**src/rtl/multi_bank_reader_pkg.sv**
```systemverilog
// Shared definitions for the port-B read sequencers: FSM state encoding and a width helper.
package multi_bank_reader_pkg;

  localparam logic [1:0] StIdle  = 2'd0;
  localparam logic [1:0] StIssue = 2'd1;
  localparam logic [1:0] StDrain = 2'd2;

  // Ceiling log2, usable in parameter expressions.
  function automatic int unsigned log2(input int unsigned value);
    int unsigned r;
    r = 0;
    for (int unsigned i = 0; i < 32; i++) begin
      if ((64'd1 << i) < 64'(value)) r = i + 1;
    end
    return r;
  endfunction

endpackage

```
**src/rtl/row_fifo.sv**
```systemverilog
// Synchronous row FIFO with flop-backed storage; head word is presented whenever non-empty.
module row_fifo
  import multi_bank_reader_pkg::*;
#(
  parameter int unsigned WIDTH = 64,
  parameter int unsigned DEPTH = 4
) (
  input  logic             clk,
  input  logic             rstn,
  input  logic             push,
  input  logic [WIDTH-1:0] din,
  input  logic             pop,
  output logic [WIDTH-1:0] dout,
  output logic             full,
  output logic             empty
);

  localparam int unsigned PW = log2(DEPTH);

  logic [WIDTH-1:0] mem_q [DEPTH];
  logic [PW:0]      wr_ptr_q;
  logic [PW:0]      rd_ptr_q;
  logic             do_push;
  logic             do_pop;

  assign empty   = (wr_ptr_q == rd_ptr_q);
  assign full    = (wr_ptr_q[PW-1:0] == rd_ptr_q[PW-1:0]) && (wr_ptr_q[PW] != rd_ptr_q[PW]);
  assign do_push = push & ~full;
  assign do_pop  = pop & ~empty;
  assign dout    = mem_q[rd_ptr_q[PW-1:0]];

  always_ff @(posedge clk) begin
    if (do_push) mem_q[wr_ptr_q[PW-1:0]] <= din;
  end

  always_ff @(posedge clk or negedge rstn) begin
    if (!rstn) begin
      wr_ptr_q <= '0;
      rd_ptr_q <= '0;
    end else begin
      if (do_push) wr_ptr_q <= wr_ptr_q + 1'b1;
      if (do_pop)  rd_ptr_q <= rd_ptr_q + 1'b1;
    end
  end

endmodule

```
**src/rtl/multi_bank_reader.sv**
```systemverilog
// Port-B read sequencer: issues same-row reads to all banks and streams rows out over AXI-Stream.
// Define MULTI_BANK_READER_CHECK_EN to add the sticky err output for validb/overflow checking.
module multi_bank_reader
  import multi_bank_reader_pkg::*;
#(
  parameter int unsigned BANKS      = 4,
  parameter int unsigned WIDTH      = 16,
  parameter int unsigned DEPTH      = 256,
  parameter int unsigned ADDR       = log2(DEPTH),
  parameter int unsigned LEN_W      = ADDR + 1,
  parameter int unsigned FIFO_DEPTH = 4
) (
  input  logic                   clk,
  input  logic                   rstn,
  input  logic                   start,
  input  logic [ADDR-1:0]        base_addr,
  input  logic [LEN_W-1:0]       length,
  output logic                   busy,
  output logic                   done,
  output logic [BANKS-1:0]       enb,
  output logic [BANKS*ADDR-1:0]  addrb,
  input  logic [BANKS*WIDTH-1:0] doutb,
  input  logic [BANKS-1:0]       validb,
  output logic [BANKS*WIDTH-1:0] m_axis_tdata,
  output logic                   m_axis_tvalid,
  input  logic                   m_axis_tready,
  output logic                   m_axis_tlast
`ifdef MULTI_BANK_READER_CHECK_EN
  ,
  output logic                   err
`endif
);

  localparam int unsigned CW = log2(FIFO_DEPTH) + 1;

  logic [1:0]       state_q, state_d;
  logic [ADDR-1:0]  addr_q, addr_d;
  logic [LEN_W-1:0] rem_q, rem_d;
  logic [LEN_W-1:0] len_q, len_d;
  logic [LEN_W-1:0] out_cnt_q, out_cnt_d;
  logic [CW-1:0]    credits_q, credits_d;
  logic             done_q, done_d;
  logic             issue;
  logic             hs;
  logic             capture;
  logic             fifo_full;
  logic             fifo_empty;

  // Credits cover reads in flight plus rows held in the FIFO, so a capture always has room.
  assign issue         = (state_q == StIssue) && (credits_q < CW'(FIFO_DEPTH));
  assign hs            = m_axis_tvalid & m_axis_tready;
  assign capture       = (&validb) & ~fifo_full;
  assign m_axis_tvalid = ~fifo_empty;
  assign m_axis_tlast  = m_axis_tvalid && (out_cnt_q == len_q - LEN_W'(1));
  assign enb           = {BANKS{issue}};
  assign addrb         = {BANKS{addr_q}};
  assign busy          = (state_q != StIdle);
  assign done          = done_q;

  always_comb begin
    state_d   = state_q;
    addr_d    = addr_q;
    rem_d     = rem_q;
    len_d     = len_q;
    out_cnt_d = out_cnt_q;
    credits_d = credits_q;
    done_d    = 1'b0;

    if (issue && !hs)      credits_d = credits_q + 1'b1;
    else if (!issue && hs) credits_d = credits_q - 1'b1;

    if (hs) out_cnt_d = out_cnt_q + 1'b1;

    case (state_q)
      StIdle: begin
        if (start) begin
          addr_d    = base_addr;
          len_d     = length;
          rem_d     = length;
          out_cnt_d = '0;
          if (length == '0) done_d  = 1'b1;
          else              state_d = StIssue;
        end
      end
      StIssue: begin
        if (issue) begin
          addr_d = (addr_q == ADDR'(DEPTH - 1)) ? '0 : addr_q + 1'b1;
          rem_d  = rem_q - 1'b1;
          if (rem_q == LEN_W'(1)) state_d = StDrain;
        end
      end
      StDrain: begin
        if (hs && m_axis_tlast) begin
          state_d = StIdle;
          done_d  = 1'b1;
        end
      end
      default: state_d = StIdle;
    endcase
  end

  always_ff @(posedge clk or negedge rstn) begin
    if (!rstn) begin
      state_q   <= StIdle;
      addr_q    <= '0;
      rem_q     <= '0;
      len_q     <= '0;
      out_cnt_q <= '0;
      credits_q <= '0;
      done_q    <= 1'b0;
    end else begin
      state_q   <= state_d;
      addr_q    <= addr_d;
      rem_q     <= rem_d;
      len_q     <= len_d;
      out_cnt_q <= out_cnt_d;
      credits_q <= credits_d;
      done_q    <= done_d;
    end
  end

  row_fifo #(
    .WIDTH(BANKS * WIDTH),
    .DEPTH(FIFO_DEPTH)
  ) u_fifo (
    .clk  (clk),
    .rstn (rstn),
    .push (capture),
    .din  (doutb),
    .pop  (hs),
    .dout (m_axis_tdata),
    .full (fifo_full),
    .empty(fifo_empty)
  );

`ifdef MULTI_BANK_READER_CHECK_EN
  logic err_q;

  // Banks out of step, or a capture arriving with the FIFO already full.
  always_ff @(posedge clk or negedge rstn) begin
    if (!rstn) begin
      err_q <= 1'b0;
    end else if (((|validb) && !(&validb)) || ((&validb) && fifo_full)) begin
      err_q <= 1'b1;
    end
  end

  assign err = err_q;
`endif

endmodule

```
**config.mk**
```make
export PLATFORM = sky130hd
export DESIGN_NAME = multi_bank_reader
export DESIGN_NICKNAME = d
export VERILOG_FILES = /design/src/rtl/multi_bank_reader_pkg.sv /design/src/rtl/row_fifo.sv /design/src/rtl/multi_bank_reader.sv
export SDC_FILE = /design/constraint.sdc
export NUM_CORES = 1
export LEC_CHECK = 0
export CAP_MARGIN = 20
export CELL_PAD_IN_SITES_DETAIL_PLACEMENT = 1
export CELL_PAD_IN_SITES_GLOBAL_PLACEMENT = 2
export CORE_ASPECT_RATIO = 0.7
export CORE_MARGIN = 1
export CORE_UTILIZATION = 42
export CTS_CLUSTER_SIZE = 16
export DETAILED_ROUTE_END_ITERATION = 8
export GPL_TIMING_DRIVEN = 0
export PLACE_DENSITY = 0.87
export SLEW_MARGIN = 10
export SYNTH_ARGS = -nofsm -noshare
export SYNTH_HDL_FRONTEND = slang
export SYNTH_SLANG_ARGS = --single-unit
export TNS_END_PERCENT = 50
```
**constraint.sdc**
```tcl
create_clock -name clk -period 5.6 [get_ports clk]
set_input_delay 1.12 -clock clk [delete_from_list [all_inputs] [get_ports clk]]
set_output_delay 1.12 -clock clk [all_outputs]
set_load 0.02 [all_outputs]
```
# == Word-level counts from Yosys, hierarchy flattened ==
# Memories as Yosys holds them, arrays and structs flattened.
# Cells that the tools add are included.
# W data, S select, Z words.
# word_totals
mem_bits_rw,256
output_inout_bits,104
in_bits,89
n_memories,1
elab_cells,79
reg_bits,47
# memory_table
memory,words,width,rd,rd_clocked_by_memory_dff,write_ports,line,text
u_fifo.mem_q,4,64,1,0,1,row_fifo.sv:20,logic [WIDTH-1:0] mem_q [DEPTH];
# classes
n_eq_ne,13
addsub,8
reduce_logical,17
n_bitwise,6
muxes,24
n_lt_le_gt_ge,1
# op_table
operator,count
$mux W9,5
$mux W8,3
$pmux W9 S2,1
$sub A9 B1 Y9 const B,2
$pmux W8 S2,1
$mux W2,5
$add A3 B1 Y3 const B,3
$add A9 B1 Y9 const B,1
$eq A9 B1 Y1 const B,1
$eq A9 B9 Y1,1
$logic_not A9 Y1,1
$add A8 B1 Y8 const B,1
$eq A8 B8 Y1 const B,1
$ne A2 B2 Y1 const B,4
$logic_and A1 B1 Y1,6
$mux W3,2
$pmux W2 S3,1
$reduce_bool A2 Y1,3
$mux W1,5
$reduce_and A5 Y1,1
$and A1 B1 Y1,4
$reduce_and A4 Y1,1
$eq A3 B3 Y1,1
$lt A3 B3 Y1 const B,1
12 further kinds,14

# == Logic depth before layout (Yosys ltp) ==
# depth
ltp_word,7
ltp_mapped,10
depth_no_buf,9

# == Cells and area by module ==
# A second synthesis with hierarchy kept.
# unflattened
cells_unflattened,689
area_unflattened_um2,12391.9
# by_module_without_submodules
module,area_each_um2,cells_each,seq_area_each_um2,instances
row_fifo,9731.8,384,7837.5,1
multi_bank_reader,2660.1,305,1026.0,1

# == Least setup slack after synthesis ==
# No wires, ideal clock.
# synth_timing
kind,input -> register
start,input port validb[2]
end,memory u_fifo.mem_q[3][0] (enable)
setup_time_ns,0.430
path_buffers,0
arrival_ns,3.141
path_slack_ns,2.029
path_stages,3
required_ns,5.170
cell_sequence,nand4_1 > a31oi_1 > and2_1
# synth_via
elab_chain_len,5
# synth_rtl
item,line,text
"start, declared",multi_bank_reader.sv:23,"input logic [BANKS-1:0] validb,"
$reduce_and A4 Y1,multi_bank_reader.sv:52,assign capture = (&validb) & ~fifo_full;
$and A1 B1 Y1,multi_bank_reader.sv:52,
$and A1 B1 Y1,row_fifo.sv:28,assign do_push = push & ~full;
$mux W1,row_fifo.sv:33,if (do_push) mem_q[wr_ptr_q[PW-1:0]] <= din;
$mux W1 (implied by the code),row_fifo.sv:33,
"end, declared",row_fifo.sv:20,
# No other way between the ends.

# == Final worst setup path ==
# layout_timing
start,register u_fifo.rd_ptr_q[1]
end,output port m_axis_tdata[44]
# layout_via
elab_chain_len,1
# layout_rtl
item,line,text
"start, declared",row_fifo.sv:22,logic [PW:0] rd_ptr_q;
"start signal, assigned",row_fifo.sv:42,if (do_pop) rd_ptr_q <= rd_ptr_q + 1'b1;
$mem_v2 Z4 W64,n/a,
"end, declared",multi_bank_reader.sv:24,"output logic [BANKS*WIDTH-1:0] m_axis_tdata,"
# No other way between the ends.

==> metrics.md <==
| Metric | Value |
|---|---|
| PD cells | between 500 and 600 nW/um^2 |
| Placer Congestion | 0.7984 |
| Worst relative slew slack | between 40% and 50% |
| FFs w/ async S/R, synth | 15.51% |
| DP HPWL | about 20000 um |
| Setup Skew | approximately 14 ps |
| Adder-cell share of the synthesized area | about 1.3% |
| Fraction of layout instances using a drive strength above 1 | 16.67% |
| Count leader, synth | edfxtp_1 |
| Starting Density | roughly 43% |
| Core footprint | about 28000 um^2 |
| PortBufs | 192 |
| Global route overflow | 0 |
| Cell Int Power | ~5300 uW |
| Design Power | 7995 uW |
| Routed len/inst | between 20 and 25 um |
| Post-cts hold buffer count | 0 |
| Largest family of logic cells by synthesized area | multiplexers |
| H-tree Lvls | 1 |
| WL final | slightly below 30000 um |
| Post-synthesis mux area share | 11.96% |
| Register share of total power | 36.0% |
| Slowest CP cell | buf_1 |
| Synth top area share | a little over three fifths |
| Die Height | 144.7 um |
| CP peak stage delay | a little under 600 ps |
| Total track usage | 20.28% |
| Final worst-path cycle share | approximately three quarters |
| Site Rows | between 50 and 60 |
| DRT iter0 DRCs | roughly 470 |
| #FFs+latches synth | slightly above 300 |
| Maximum operating frequency | ~0.24 GHz |
| Setup crit end kind | primary output |
| CP startpoint kind | register |
| Setup TNS | 0 ps |
| Clock power share | around a quarter |
| CP Class | register to primary output |
| Logic gate share of total power | 40.4% |
| Num CTS Buffers | 28 |
| Least-Margin Pin Slew | between 800 and 900 ps |
| CP max FO | 10 |
| Leakage Power | 0.005346 uW |
| Number of fill cells in the layout | about 2600 |
| Initial antenna violation count | 2 |
| Clock tree from TritonCTS | done |
| Synth Instances | ~690 |
| Clock tree sinks | 303 |
| DR pass1 iterations | 4 |
| Area leader, netlist | edfxtp_1 |
| Synth cell types | 47 |
| Routed via count | ~7000 |
| Xor/xnor cell area share of the yosys netlist | around 2.0% |
| Via/cell ratio | 5.327 |
| Status | finished, final reports clean |
| Crit path max-delay family | buffers and inverters |
| Final Hold Viols | 0 |
| Post-layout nets | slightly above 1000 |
| Full die area | approximately 30000 um^2 |
| CP Data Required Time | about 4500 ps |
| HP Class | register to register |
| NetSw | approximately 2700 uW |
| Synth cell count leaders | edfxtp_1, mux4_2, dfrtp_1, nand2_1 |
| Worst EP arrival | 3080 ps |
| Post-route ant nets | 0 |
| # Post-CTS Setup Buffers | 0 |
| Critical-path cell list | buf_1 > buf_1 > mux4_2 > clkdlybuf4s50_1 |
| Synth Area in Compound Gates | 3.807% |
| Synth Area in Simple Gates | under 10% |
| Vias in the first global route | between 7000 and 8000 |
| Clk_lat worst skew | 550 ps |
| Post-synth EDFFs | around 260 |
| Top Ports | 193 |
| Area contributors post-synth | edfxtp_1, mux4_2, dfrtp_1, buf_4, o21ai_0 |
| Final min period | about 4200 ps |
| Synth warn | 0 |
| Primary FF master, synth | edfxtp_1 |
| Most frequent CP cell | buf_1 |
| Gates resized, CTS repair | 0 |
| Synth Net Count | roughly 800 |
| VDD IR max | between 0.2 and 0.3 mV |
| Die extent in x | about 200 um |
| Max_cap viols | 0 |
| First-pass GRT wire length | ~45000 um |
| RSZ-0062 raised after global routing | no |
| Switching Share | 33.75% |
| Syn avg cell area | ~18 um^2 |
| Clock Path Buffers | 3 |
| Count of pins over their slew limit | 0 |
| Worst path buffer plus inverter count | 3 |
| Largest net degree at the start of global routing | between 50 and 60 |
| Layout area overhead | 28.02% |
| Seq/Total Area, Yosys | between 70% and 80% |
| CTS root buf | clkbuf_16 |
| DRC viols | 0 |
| Reg clk slew, reported paths | roughly 60 ps |
| Post-Syn Area | ~12000 um^2 |
| Final setup viols | 0 |
[final cells by class]
type / instances / area, um^2 / area share [%]
sequential: 303 / 8864 / 56.63
inverter: 15 / 56.30 / 0.3597
clock buffer: 35 / 748.2 / 4.781
timing repair buffer: 197 / 2054 / 13.13
clock inverter: 15 / 141.4 / 0.9033
antenna: 3 / 7.507 / 0.04797
multi-input combinational: 315 / 2983 / 19.06
tap: 371 / 464.2 / 2.966
buffer: 56 / 332.8 / 2.126
[per-layer routing]
layer  wire, um  part of all wire, %  GRT usage (%)
met1      12600                   43          27.00
met2      14970                   51          33.96
met3       1519                  5.1          4.322
met4        500                  1.7          5.418
met5          0                    0              0
[flip-flops by register name (all words and copies together) (netlist names)]
signal and cells:
u_fifo.mem_q 256, len_q 9, done 1, credits_q 3, out_cnt_q 9, u_fifo.wr_ptr_q 3
u_fifo.rd_ptr_q 3, rem_q 9, state_q 2, addr_q 8
[stage by stage]
stage          utilization [%]  hold slack (ps)  std cells  cell area, um^2  worst slack [ps]
3_5_place_dp             52.31            481.7       1257            14750              1895
2_1_floorplan                -            450.4        689            12230              2029
5_1_grt                  55.48            516.3       1309            15650              1206
6_report                 55.49            487.6       1310            15650              1401
4_1_cts                  55.47            490.1       1307            15640              1346
3_3_place_gp             51.81            474.3       1252            14610             272.9
[power groups by stage]
stage	Combinational, uW	Sequential (uW)	Clock [uW]
6_report	3230	2880	1880
5_1_grt	3480	2910	1990
4_1_cts	3280	2880	1910
3_5_place_dp	3260	2930	0
3_3_place_gp	3170	2920	0
2_1_floorplan	1960	2900	0
[final timing paths]
| check | start | depth (start not counted) | end | slack, ps |
|---|---|---|---|---|
| hold reg to reg | u_fifo.wr_ptr_q[2] | 1 | u_fifo.wr_ptr_q[2] | 490 |
| hold / removal | u_fifo.wr_ptr_q[2] | 1 | u_fifo.wr_ptr_q[2] | 490 |
| min in group asynchronous | rstn | 1 | len_q[6] | 610 |
| setup reg to reg | u_fifo.rd_ptr_q[2] | 5 | u_fifo.mem_q[0][39] | 3140 |
| max in group asynchronous | rstn | 2 | credits_q[1] | 4420 |
| setup / recovery | u_fifo.rd_ptr_q[1] | 4 | m_axis_tdata[44] | 1400 |
[cell usage in the layout, fill, tap and decap left out, types with 7 or more instances in the layout]
cell type          n
dfrtp_1           47
nand3_1           14
xnor2_1           14
clkbuf_16         29
mux4_2            64
buf_4             30
buf_2              8
xor2_1             9
clkdlybuf4s50_1  191
ha_1              11
edfxtp_1         256
clkinv_1           7
nor3_1             8
nand2_1           40
clkbuf_1          21
nor2_1            33
inv_1             15
o21ai_0           33
a21oi_1           21
nand4_1            7
[kinds of logic after synthesis]
family,after synthesis
fa+ha+maj,12
buf+inv,71
flops,303
mux,66
xor+xnor,25
simple gates,133
compound gates,79
Power figures use the tool's default switching activity.
